**config.mk**
```make
export PLATFORM = sky130hd
export DESIGN_NAME = gf_seq_divider
export DESIGN_NICKNAME = d
export VERILOG_FILES = /design/src/rtl/gf_ops_pkg.sv /design/src/rtl/gf_lead_one.sv /design/src/rtl/gf_seq_divider.sv
export SDC_FILE = /design/constraint.sdc
export NUM_CORES = 1
export LEC_CHECK = 0
export ABC_CLOCK_PERIOD_IN_PS = 3500
export CORE_UTILIZATION = 54
export CTS_CLUSTER_DIAMETER = 30
export DETAILED_ROUTE_END_ITERATION = 6
export PLACE_DENSITY = 0.87
export SYNTH_ARGS = -nofsm -noshare
export SYNTH_HDL_FRONTEND = slang
export SYNTH_HIERARCHICAL = 1
export SYNTH_SLANG_ARGS = --single-unit
export TNS_END_PERCENT = 1
```
**constraint.sdc**
```tcl
create_clock -name clk -period 3.5 [get_ports clk]
set_clock_uncertainty 0.1 [all_clocks]
set_input_delay 0.35 -clock clk [delete_from_list [all_inputs] [get_ports clk]]
set_output_delay 0.35 -clock clk [all_outputs]
set_load 0.01 [all_outputs]
```
**src/rtl/gf_ops_pkg.sv**
```systemverilog
// ---------------------------------------------------------------------------
// gf_ops_pkg
// Shared definitions for the GF(2)/integer arithmetic blocks (multiplier and
// sequential divider): divider FSM states, mode encodings and a constant
// ceiling-log2 helper for sizing counters.
// ---------------------------------------------------------------------------
package gf_ops_pkg;

    typedef enum logic [1:0] {
        ST_IDLE = 2'd0,
        ST_RUN  = 2'd1,
        ST_DONE = 2'd2
    } div_state_e;

    // gf_option encodings, identical for multiplier and divider
    localparam logic GF_MODE  = 1'b1;
    localparam logic INT_MODE = 1'b0;

    // Ceiling log2, usable in constant expressions (clog2(1) = 0)
    function automatic int clog2(input int value);
        int r;
        r = 0;
        for (int i = 0; i < 31; i++) begin
            if ((1 << i) < value) r = i + 1;
        end
        return r;
    endfunction

endpackage

```
**src/rtl/gf_lead_one.sv**
```systemverilog
// ---------------------------------------------------------------------------
// gf_lead_one
// Combinational leading-one detector: returns the index of the most
// significant set bit of i_value, i.e. the polynomial degree. An all-zero
// input returns 0 (the divider never uses the result in that case).
//   i_value : DATA_WIDTH-bit operand
//   o_deg   : index of the highest set bit, $clog2(DATA_WIDTH) bits
// ---------------------------------------------------------------------------
module gf_lead_one #(
    parameter int DATA_WIDTH = 32
) (
    input  logic [DATA_WIDTH-1:0]                                   i_value,
    output logic [((DATA_WIDTH > 1) ? $clog2(DATA_WIDTH) : 1)-1:0] o_deg
);

    localparam int DEG_W = (DATA_WIDTH > 1) ? $clog2(DATA_WIDTH) : 1;

    // Scan upward; the last set bit seen is the most significant one
    always_comb begin
        o_deg = '0;
        for (int i = 0; i < DATA_WIDTH; i++) begin
            if (i_value[i]) o_deg = DEG_W'(i);
        end
    end

endmodule

```
**src/rtl/gf_seq_divider.sv**
```systemverilog
// ---------------------------------------------------------------------------
// gf_seq_divider
// Bit-serial restoring divider, one quotient bit per clock. Divides a
// 2N-bit dividend by an N-bit divisor in either unsigned integer or
// carry-less GF(2) polynomial arithmetic, selected per operation.
//   clk, rst_n            : clock, async active-low reset
//   in_valid / in_ready   : operand handshake (in_ready only while idle)
//   gf_option             : 1 = GF(2) division, 0 = unsigned integer
//   dividend [2N-1:0]     : dividend, sampled on accept
//   divisor  [N-1:0]      : divisor, sampled on accept
//   out_valid / out_ready : result handshake, result held until taken
//   quotient [2N-1:0]     : quotient (all ones on divide-by-zero)
//   remainder [N-1:0]     : remainder (dividend low half on divide-by-zero)
//   div_by_zero           : result came from a zero divisor
// ---------------------------------------------------------------------------
module gf_seq_divider
    import gf_ops_pkg::*;
#(
    parameter int DATA_WIDTH = 32
) (
    input  logic                      clk,
    input  logic                      rst_n,
    input  logic                      in_valid,
    output logic                      in_ready,
    input  logic                      gf_option,
    input  logic [2*DATA_WIDTH-1:0]   dividend,
    input  logic [DATA_WIDTH-1:0]     divisor,
    output logic                      out_valid,
    input  logic                      out_ready,
    output logic [2*DATA_WIDTH-1:0]   quotient,
    output logic [DATA_WIDTH-1:0]     remainder,
    output logic                      div_by_zero
);

    localparam int N     = DATA_WIDTH;
    localparam int DEG_W = (N > 1) ? $clog2(N) : 1;
    localparam int CNT_W = clog2(2 * N);
    localparam logic [CNT_W-1:0] CNT_INIT = CNT_W'(2 * N - 1);

    div_state_e         r_state;
    logic               r_gf;
    logic [2*N-1:0]     r_dvd;     // dividend, consumed MSB first
    logic [N-1:0]       r_div;
    logic [DEG_W-1:0]   r_deg;
    logic [N-1:0]       r_rem;     // partial remainder; bit N only lives in w_shift
    logic [2*N-1:0]     r_quo;
    logic [CNT_W-1:0]   r_cnt;
    logic               r_in_ready;
    logic               r_out_valid;
    logic               r_dbz;

    logic [DEG_W-1:0]   w_deg;
    logic [N:0]         w_shift;
    logic               w_take;
    logic [N-1:0]       w_alu;
    logic [N-1:0]       w_rem_nxt;

    gf_lead_one #(.DATA_WIDTH(N)) u_lead_one (
        .i_value (divisor),
        .o_deg   (w_deg)
    );

    // R' = {R, next dividend bit}
    assign w_shift = {r_rem, r_dvd[2*N-1]};

    // Integer: subtract when R' >= divisor. Result is < divisor, so bit N
    // drops out. GF: reduce when the bit at deg(divisor) is set; XOR
    // clears that bit so the remainder stays below deg.
    assign w_take = (r_gf == GF_MODE) ? w_shift[r_deg]
                                      : (w_shift >= {1'b0, r_div});
    assign w_alu  = (r_gf == GF_MODE) ? (w_shift[N-1:0] ^ r_div)
                                      : (w_shift[N-1:0] - r_div);
    assign w_rem_nxt = w_take ? w_alu : w_shift[N-1:0];

    always_ff @(posedge clk or negedge rst_n) begin
        if (!rst_n) begin
            r_state     <= ST_IDLE;
            r_gf        <= INT_MODE;
            r_dvd       <= '0;
            r_div       <= '0;
            r_deg       <= '0;
            r_rem       <= '0;
            r_quo       <= '0;
            r_cnt       <= '0;
            r_in_ready  <= 1'b1;
            r_out_valid <= 1'b0;
            r_dbz       <= 1'b0;
        end else begin
            case (r_state)
                ST_IDLE: begin
                    if (in_valid) begin
                        r_gf       <= gf_option;
                        r_dvd      <= dividend;
                        r_div      <= divisor;
                        r_deg      <= w_deg;
                        r_cnt      <= CNT_INIT;
                        r_in_ready <= 1'b0;
                        if (divisor == '0) begin
                            r_quo       <= '1;
                            r_rem       <= dividend[N-1:0];
                            r_dbz       <= 1'b1;
                            r_out_valid <= 1'b1;
                            r_state     <= ST_DONE;
                        end else begin
                            r_quo   <= '0;
                            r_rem   <= '0;
                            r_dbz   <= 1'b0;
                            r_state <= ST_RUN;
                        end
                    end
                end
                ST_RUN: begin
                    r_dvd <= {r_dvd[2*N-2:0], 1'b0};
                    r_rem <= w_rem_nxt;
                    r_quo <= {r_quo[2*N-2:0], w_take};
                    if (r_cnt == '0) begin
                        r_out_valid <= 1'b1;
                        r_state     <= ST_DONE;
                    end else begin
                        r_cnt <= r_cnt - CNT_W'(1);
                    end
                end
                ST_DONE: begin
                    if (out_ready) begin
                        r_out_valid <= 1'b0;
                        r_in_ready  <= 1'b1;
                        r_state     <= ST_IDLE;
                    end
                end
                default: r_state <= ST_IDLE;
            endcase
        end
    end

    assign in_ready    = r_in_ready;
    assign out_valid   = r_out_valid;
    assign quotient    = r_quo;
    assign remainder   = r_rem;
    assign div_by_zero = r_dbz;

endmodule

```
==> metrics.txt <==
xor/xnor cell area share of the yosys netlist 0.02203; simple-gate portion of the synthesized area 0.1387; die extent in y about 150 µm; antenna-violating nets left 0; FMAX slightly above 0.3 GHz; average wire per standard cell just under 20 µm; CTS clk-pin slew, worst paths roughly 50 ps; Syn. warnings 6; Psw 0.008027 W; fin crit share 0.9379; area of the mapped netlist 0.01193 mm²; max-slew violations 0; FF-to-FF setup slack 220 ps; synthesized netlist cell count approximately 1300; Adder-Cell Fraction of Synth Area 0.04049; # rows 54; Post-CTS Setup Repair Bufs 0; Core ar. about 0.022 mm²; CTS max path bufs 3; switching share of power 0.4170; Ports 200; final setup TNS 0 ps; critical path startpoint category flip-flop; HPWL Detailed between 20 and 25 mm; Unique masters post-synth 68; GRT Util Overall 0.3232; pre-CTS setup slack approximately 330 ps; ys flop type dfrtp_1; most frequent cells in the layout dfrtp_1 (208), clkdlybuf4s50_1 (198), nand2_1 (169); RSZ-0062 raised after global routing false; die width roughly 150 µm; final core occ 0.7371; CTS root buf clkbuf_16; maximum VDD drop 0.0008120 V; initial drt markers 709; Lkg Pwr 6.860 nW; final cell count without fillers 1824; mux cell area share after synthesis 0.1328; WS Path Type flip-flop to flip-flop; worst reg2reg startpoint remainder[0]$_DFFE_PN0P_; total number of vias about 11000; largest net degree at the start of global routing between 100 and 150; Setup violations, final 0; post-synthesis sequential area ratio 0.4385; Worst-Skew Late Latency roughly 550 ps; first-pass GRT wire length between 50 and 60 mm; Max Cap Viol 0; crit path from remainder[0]$_DFFE_PN0P_; total grt overflow 0; clock share of power 0.255; initial antenna violation count 2; CTS Buf Count just under 50; actual slew at the worst max-slew pin 1239 ps; First-pass DRT Iterations 6; Slew headroom 0.1742; FILL cells 1491; CTS HTree Levels 2; outcome finished clean; Final Hold Viols 0; vias per cell a little under 6; CTS tree built; WL final about 36 mm; Clock Sinks about 210; Final GP Congestion 0.9666; FF+latch count, synth between 200 and 250; CP Capture Type flip-flop; Req. time, crit path approximately 3900 ps; number of nets in the layout about 1600; vias in the first global route 10966; area delta synth->final 34.42%; PortBufs between 150 and 200; sequential share of power 0.238; largest family of logic cells by synthesized area compound AO/OA/AOI/OAI gates; Comb power frac 0.507; number of enable flip-flop cells after synthesis 0; Initial Utilization 0.5483; die area approximately 0.023 mm²; commonest non-fill, non-tap cell in the layout dfrtp_1; Final WS setup 217.5 ps; share of cells above drive strength 1 0.1128; pwr dens ~1200 mW/mm²; Arrival @ worst endpoint about 3600 ps; Placed Instances 1729; syn_nets 1446; Synth Area in Compound Gates 0.1819; HP Class input pin to async pin; async set or reset register ratio after synthesis 1.000; Final min period 3283 ps; P_int around 0.011 W; Design Power between 0.015 and 0.02 W; Critical Path Fanout Max 6; number of remaining DRC errors 0; Post-Syn Area per Cell ~9.1 µm²
-- registers in the layout (all words and copies together) (netlist names) --
register and flops:
r_deg 5, div_by_zero 1, in_ready 1, quotient 64
r_div 32, remainder 32, r_state 2, r_dvd 64
r_cnt 6, r_gf 1, out_valid 1
-- cell families (layout without fill, tap and decap cells) --
kind of cell             count (synthesis)  in the layout
AO/OA/AOI/OAI                          372            372
XOR/XNOR                                30             30
adder cells (fa/ha/maj)                 38             38
buffers and inverters                  135            370
flip-flops                             209            209
multiplexers                           141            141
other                                    0              2
AND/OR/NAND/NOR                        382            382
-- area by class of cell --
type	count	area, µm²	share of cell area
multi-input cells	963	6190	0.3860
flip-flops and latches	209	5231	0.3262
inverters	56	210.2	0.01311
repair buffers	222	2233	0.1393
well taps	280	350.3	0.02185
clock buffers	62	1345	0.08388
diodes	2	5.005	0.0003121
clock inverters	30	470.5	0.02934
-- metrics by stage --
| step | area (µm²) | hold WS (ps) |
|---|---|---|
| final | 16040 | 330.5 |
| after global placement | 14200 | 357.6 |
| after detailed placement | 14200 | 363.3 |
| after CTS | 16030 | 316.4 |
| after global routing | 16030 | 339.5 |
| after floorplan | 11930 | -45.59 |
-- worst max-delay path, cell delays in order, from the launching register on --
cell and delay [ps]:
dfrtp_1 450, ha_1 350, nor2b_1 200, o31a_1 230, o21ai_1 140, a2111oi_0 630
buf_4 230, o2111ai_1 170, nand4_1 170, xor2_1 240, a21oi_2 90, a211oi_2 210
-- routing by layer --
metal,vias to the layer above,routed length [µm],global-route usage
li1,5036,-,-
met1,5290,14330,0.3880
met2,416,18000,0.5555
met3,92,2660,0.08364
met4,2,1185,0.1220
met5,-,18,0
-- worst paths after layout --
check,endpoint,cells past startpoint
setup / recovery,remainder[27]$_DFFE_PN0P_,11
hold / removal,r_dvd[45]$_DFFE_PN0P_,2
setup reg to reg,remainder[27]$_DFFE_PN0P_,11
hold reg to reg,r_dvd[39]$_DFFE_PN0P_,2
max in group asynchronous,r_dvd[22]$_DFFE_PN0P_,3
min in group clk,r_gf$_DFFE_PN0P_,2
-- synth_stat cells (4+ instances only) --
cell type / count / area share
dfrtp_1: 208 / 0.44
nand2_1: 169 / 0.053
a21oi_1: 123 / 0.052
nor2_1: 122 / 0.038
o21ai_0: 105 / 0.044
mux2i_1: 93 / 0.078
clkbuf_1: 65 / 0.020
inv_1: 53 / 0.017
o21ai_1: 47 / 0.020
mux2_2: 38 / 0.036
ha_1: 37 / 0.039
o21a_1: 24 / 0.015
xnor2_1: 20 / 0.015
nor4_1: 15 / 0.0079
nand4_1: 13 / 0.0068
nor2b_1: 13 / 0.0068
nor3_1: 13 / 0.0055
mux4_2: 10 / 0.019
nand3_1: 10 / 0.0042
xor2_1: 10 / 0.0073
buf_1: 9 / 0.0028
a211oi_1: 8 / 0.0050
o211ai_1: 8 / 0.0050
a21o_1: 6 / 0.0038
a31oi_1: 6 / 0.0031
o21bai_1: 6 / 0.0038
and3_1: 5 / 0.0026
or3_1: 5 / 0.0026
a2111oi_0: 4 / 0.0029
o22ai_1: 4 / 0.0021
-- power groups by stage --
stage                     registers [W]  clock network [W]  logic (W)
final                           0.00458            0.00491    0.00976
after floorplan                 0.00446                  0    0.00654
after global placement          0.00448                  0    0.00932
after global routing            0.00469            0.00509     0.0106
after CTS                       0.00456            0.00496    0.00970
after detailed placement        0.00454                  0    0.00956
-- repair_timing --
action	in CTS	in global routing
hold endpoints to repair	87	0
setup endpoints to repair	0	0
hold buffers	1	0
gates resized for setup	0	0
(Power assumes the default switching activity.)
